[src/rtl/event_trigger_mapper.sv]
// Event-code to trigger mapper: 256-entry map RAM, per-trigger holdoff FSMs, 2-cycle strobe latency.
// Define EVENT_TRIGGER_MAPPER_DROP_COUNTER_EN to build the suppressed-hit counter (droppedCount).
module event_trigger_mapper #(
  parameter int TRIGGER_COUNT = 8,
  parameter int HOLDOFF_WIDTH = 16
) (
  input  logic                     evrClk,
  input  logic                     evrResetN,
  input  logic [7:0]               evrRxCode,
  input  logic                     evrRxCodeValid,
  input  logic                     cfgMapWrite,
  input  logic [7:0]               cfgMapAddr,
  input  logic [TRIGGER_COUNT-1:0] cfgMapData,
  input  logic                     cfgHoldoffWrite,
  input  logic [3:0]               cfgHoldoffSel,
  input  logic [HOLDOFF_WIDTH-1:0] cfgHoldoffValue,
  input  logic [TRIGGER_COUNT-1:0] cfgEnable,
  input  logic                     droppedClear,
  output logic [TRIGGER_COUNT-1:0] triggerStrobe,
  output logic [TRIGGER_COUNT-1:0] holdoffActive,
  output logic [15:0]              droppedCount
);

  typedef enum logic {IDLE = 1'b0, HOLDOFF = 1'b1} state_t;

  logic [TRIGGER_COUNT-1:0] map_ram [256];
  logic [TRIGGER_COUNT-1:0] map_p1;
  logic                     vld_p1;

  logic [HOLDOFF_WIDTH-1:0] holdoff_q [TRIGGER_COUNT];
  logic [HOLDOFF_WIDTH-1:0] cnt_q     [TRIGGER_COUNT];
  logic [HOLDOFF_WIDTH-1:0] cnt_d     [TRIGGER_COUNT];
  state_t                   state_q   [TRIGGER_COUNT];
  state_t                   state_d   [TRIGGER_COUNT];

  logic [TRIGGER_COUNT-1:0] hit;
  logic [TRIGGER_COUNT-1:0] fire;
  logic [TRIGGER_COUNT-1:0] drop;

  // Stage 0 -> 1: map RAM read (read-first); null code 0x00 never becomes a valid event
  always_ff @(posedge evrClk) begin
    if (cfgMapWrite) map_ram[cfgMapAddr] <= cfgMapData;
    map_p1 <= map_ram[evrRxCode];
  end

  always_ff @(posedge evrClk) begin
    if (!evrResetN) vld_p1 <= 1'b0;
    else            vld_p1 <= evrRxCodeValid && (evrRxCode != 8'h00);
  end

  // Out-of-range selects match no index, so they are dropped without extra logic
  always_ff @(posedge evrClk) begin
    for (int i = 0; i < TRIGGER_COUNT; i++) begin
      if (!evrResetN) holdoff_q[i] <= '0;
      else if (cfgHoldoffWrite && (cfgHoldoffSel == 4'(i))) holdoff_q[i] <= cfgHoldoffValue;
    end
  end

  assign hit = {TRIGGER_COUNT{vld_p1}} & map_p1 & cfgEnable;

  // Stage 1 -> 2: per-trigger holdoff FSM and strobe decision register
  always_ff @(posedge evrClk) begin
    if (!evrResetN) begin
      for (int i = 0; i < TRIGGER_COUNT; i++) begin
        state_q[i] <= IDLE;
        cnt_q[i]   <= '0;
      end
      triggerStrobe <= '0;
      holdoffActive <= '0;
    end else begin
      for (int i = 0; i < TRIGGER_COUNT; i++) begin
        state_q[i]       <= state_d[i];
        cnt_q[i]         <= cnt_d[i];
        holdoffActive[i] <= (state_q[i] == HOLDOFF);
      end
      triggerStrobe <= fire;
    end
  end

  always_comb begin
    for (int i = 0; i < TRIGGER_COUNT; i++) begin
      state_d[i] = state_q[i];
      cnt_d[i]   = cnt_q[i];
      case (state_q[i])
        IDLE: begin
          if (hit[i] && (holdoff_q[i] != '0)) begin
            state_d[i] = HOLDOFF;
            cnt_d[i]   = holdoff_q[i];
          end
        end
        HOLDOFF: begin
          // Enable changes do not shorten a running holdoff
          cnt_d[i] = cnt_q[i] - HOLDOFF_WIDTH'(1);
          if (cnt_q[i] <= HOLDOFF_WIDTH'(1)) state_d[i] = IDLE;
        end
        default: state_d[i] = IDLE;
      endcase
    end
  end

  always_comb begin
    fire = '0;
    drop = '0;
    for (int i = 0; i < TRIGGER_COUNT; i++) begin
      fire[i] = hit[i] && (state_q[i] == IDLE);
      drop[i] = hit[i] && (state_q[i] == HOLDOFF);
    end
  end

`ifdef EVENT_TRIGGER_MAPPER_DROP_COUNTER_EN
  always_ff @(posedge evrClk) begin
    if (!evrResetN)                   droppedCount <= '0;
    else if (droppedClear)            droppedCount <= '0;
    else if ((|drop) && (droppedCount != 16'hFFFF)) droppedCount <= droppedCount + 16'd1;
  end
`else
  logic unused_drop_inputs;
  assign unused_drop_inputs = droppedClear ^ (|drop);
  assign droppedCount       = '0;
`endif

endmodule

[config.mk]
export PLATFORM = sky130hd
export DESIGN_NAME = event_trigger_mapper
export DESIGN_NICKNAME = d
export VERILOG_FILES = /design/src/rtl/event_trigger_mapper.sv
export SDC_FILE = /design/constraint.sdc
export NUM_CORES = 2
export LEC_CHECK = 0
export BUFFER_PORTS_ARGS = -buffer_cell sky130_fd_sc_hd__buf_2
export CAP_MARGIN = 25
export CORE_ASPECT_RATIO = 0.9
export CORE_MARGIN = 3
export CORE_UTILIZATION = 28
export CTS_BUF_LIST = sky130_fd_sc_hd__clkbuf_4 sky130_fd_sc_hd__clkbuf_8 sky130_fd_sc_hd__clkbuf_16
export DETAILED_ROUTE_END_ITERATION = 8
export SETUP_SLACK_MARGIN = 0.1
export SLEW_MARGIN = 20
export SYNTH_ARGS = -nofsm -noshare
export SYNTH_HDL_FRONTEND = slang
export SYNTH_SLANG_ARGS = --single-unit
[constraint.sdc]
create_clock -name evrClk -period 3.8 [get_ports evrClk]
set_input_delay 0.57 -clock evrClk [delete_from_list [all_inputs] [get_ports evrClk]]
set_output_delay 0.57 -clock evrClk [all_outputs]
set_load 0.02 [all_outputs]
==> summary.txt <==
Worst hold path
  – Hold Crit Start: cfgEnable[2]
  – Hold Crit Class: primary input to flip-flop
  – Hold path cells: 3
  – Worst Hold Path EP: triggerStrobe[2]

Final layout
  – Footprint of the multi-input gates: 0.0226 mm²
  – Layout cell share with drive strength beyond 1: 23.2%
  – NumNets Final: 5667
  – P&R area growth vs syn: 16.2%
  – # fillers: 31402
  – Sequential cell area: 0.0686 mm²
  – Post-route non-filler standard cell count: 10222

Global route
  – Total grt overflow: 0
  – Vias in the first global route: 51067
  – Largest net degree at the start of global routing: 133
  – First-pass GRT wire length: 374000 µm
  – Global Route Usage Sum: 14.9%
  – Antenna violations before repair: 22

Drt
  – Via count: 52212
  – DRT iter0 DRCs: 6925
  – DRT antenna net count: 0
  – Avg WL per Cell: 25.5 µm
  – Detailed Routing Iterations Pass 1: 6
  – Via density per instance: 5.11
  – Drt drc: 0
  – WL final: 260000 µm

Synth
  – Dominant synthesized flop cell: edfxtp_1
  – Mux contribution to synthesized area: 13.2%
  – Post-synthesis simple-gate area fraction: 5.93%
  – Sequential fraction of the synthesis area: 73.6%
  – Synth Area in Adders: 0.215%
  – XOR/XNOR share of the synthesized area: 0.0282%
  – Synthesized flop and latch total: 2337
  – Post-synthesis cell count: 5181
  – Yosys cell types: 89
  – Cell Area, Synth: 0.0932 mm²
  – Compound-Gate Fraction of Synth Area: 4.73%
  – Syn. warnings: 0
  – Synthesized area per cell: 18.0 µm²
  – Largest family of logic cells by synthesized area: multiplexers
  – Ys async rst share: 0%
  – EDFF count, synth: 2176

Worst setup path
  – FF-to-FF path depth: 5
  – Worst reg2reg endpoint: cnt_q[0][90]
  – Reg2reg setup slack: 810 ps
  – Critical path data arrival time: 3710 ps
  – CP max stage delay: 920 ps
  – Crit start category: flip-flop
  – Setup CP Type: flip-flop to flip-flop
  – Worst reg2reg path startpoint: vld_p1
  – Critical path required time: 4520 ps
  – Worst Path Buf+Inv: 0
  – Setup crit start: vld_p1
  – Slowest CP cell: dfxtp_1
  – CP Capture Type: flip-flop
  – Crit path max-delay family: simple AND/OR/NAND/NOR gates
  – CP Cell Sequence: nand4_1, nor2_1, or3_1, o21ai_0, a211oi_1
  – CP max FO: 13

Pwr
  – Power per cell area: 499 mW/mm²
  – Worst VDD drop: 0.390 mV
  – Leak pwr: 0.0345 µW

Timing
  – Final setup fails: 0
  – Fmax: 0.334 GHz
  – Hold Vio Cnt, Final: 0
  – Period Utilization, post-route: 78.8%
  – Worst-margin pin slew: 1150 ps
  – Clock Skews: 116 ps
  – RSZ-0062 raised after global routing: no
  – Rel. slew slack: 23.0%
  – Setup TNS: 0 ps
  – Max-slew violations: 0
  – Fin crit period: 2990 ps
  – Hold WS: 73.8 ps

Clock tree
  – Worst-path clk slew: 60 ps
  – CTS tree: done
  – CTS sink cnt: 2337
  – Clock Root Buffer: clkbuf_16
  – Clk Latency, worst-skew pair: 880 ps
  – Clock Tree Buf Depth: 4
  – # H-tree levels: 4
  – Number of cells upsized or downsized after cts: 0
  – CTS buffer count: 219

Place
  – DP Wirelength: 165000 µm
  – Cells after DPL: 9811
  – Count of input and output buffers: 72
  – Placer congestion estimate: 0.852

Status
  – Status: completed

Floorplan
  – Die Area: 0.340 mm²
  – IO Pins: 90
  – Die Width: 614 µm
  – Core area: 0.331 mm²
  – Site row count: 200
  – Initial Util: 28.2%
  – Die Ht: 553 µm

Flow run
  – Max-cap violations: 0
layout make-up:
type / count / share of cell area, %
tap: 4444 / 5.14
antenna: 8 / 0.0185
inverter: 40 / 0.142
multi-input combinational: 2505 / 20.9
clock buffer: 276 / 5.50
timing repair buffer: 490 / 3.93
clock inverter: 122 / 1.09
sequential: 2337 / 63.3
placed cells by master, fill, tap and decap left out, drive strengths merged, types with 89 or more instances in the layout:
| cell | synthesis | final |
|---|---|---|
| buf | 160 | 478 |
| edfxtp | 2176 | 2176 |
| nand2 | 164 | 164 |
| and2 | 144 | 144 |
| mux2i | 187 | 187 |
| nor3 | 92 | 92 |
| a21oi | 191 | 191 |
| dfxtp | 161 | 161 |
| nand3 | 89 | 89 |
| clkbuf | 151 | 284 |
| nor2 | 448 | 448 |
| mux4 | 449 | 449 |
registers in the layout (all words and copies together), names as in the netlist:
name and count:
holdoff_q 128, holdoffActive 8, cnt_q 128, vld_p1 1
state_q 8, map_p1 8, triggerStrobe 8, map_ram 2048
what timing repair did:
item | 4_1_cts | 5_1_grt
endpoints found under the hold margin | 4 | 0
hold buffers | 4 | 0
buffers inserted | 0 | 0
worst register-to-register path: stages (launching register included):
cell,delay [ps]
dfxtp_1,920
nand4_1,530
nor2_1,870
or3_1,210
o21ai_0,90
a211oi_1,280
per-stage QoR:
| stage | utilization (%) | setup slack (ps) | instance area, µm² | power [µW] |
|---|---|---|---|---|
| after floorplan | - | 1140 | 93300 | 30900 |
| after global placement | 30.6 | 179 | 101000 | 32500 |
| after detailed placement | 30.6 | 193 | 101000 | 32600 |
| after CTS | 32.7 | 909 | 108000 | 54400 |
| after global routing | 32.8 | 633 | 108000 | 55700 |
| final | 32.8 | 806 | 108000 | 54100 |
cells by family after synthesis:
group           Yosys count
compound gates          660
simple gates           1152
xor+xnor                  3
buf+inv                 354
other cells               1
fa+ha+maj                16
flops                  2337
mux                     658
how the worst max path moves through the flow:
stage | to | slack [ps] | cells past startpoint
after detailed placement | map_p1[3] | 190 | 10
after global routing | cnt_q[0][52] | 630 | 4
after CTS | cnt_q[0][52] | 910 | 4
final | cnt_q[0][90] | 810 | 5
after global placement | map_p1[3] | 180 | 10
after floorplan | holdoff_q[0][0] | 1140 | 3
cell usage after synthesis (all sizes together) (18+ instances only):
cell     number  area share (%)
a21oi       191             1.0
a2111oi      21            0.20
mux2         22            0.27
a221oi       32            0.33
o22ai        44            0.30
a31oi        29            0.19
inv          37            0.15
nor2        448             1.8
a211oi       47            0.38
nor2b        35            0.23
a22oi        67            0.54
or3          23            0.15
o211ai       30            0.24
nand4        32            0.21
o221ai       18            0.17
mux2i       187             2.0
nand2       164            0.66
buf         160             1.5
edfxtp     2176              70
clkbuf      151            0.64
dfxtp       161             3.5
nand3        89            0.48
nand2b       19            0.13
mux4        449              11
o21ai        88            0.47
and2        144            0.97
nor3         92            0.50
nor4         53            0.36
metal layers:
| metal | routed length, µm | GRT usage [%] | part of all wire (%) |
|---|---|---|---|
| met3 | 24900 | 3.16 | 9.5 |
| met2 | 119000 | 23.1 | 46 |
| met4 | 7580 | 4.25 | 2.9 |
| met5 | 20 | 0 | 0.0077 |
| met1 | 109000 | 20.9 | 42 |
where the power goes:
group / internal, µW / total (µW) / switching (µW)
registers: 28300 / 28600 / 257
clock network: 12500 / 22000 / 9590
logic: 1210 / 3420 / 2210
total: 42000 / 54100 / 12100
Note: power is estimated with default switching activity, not from simulation.
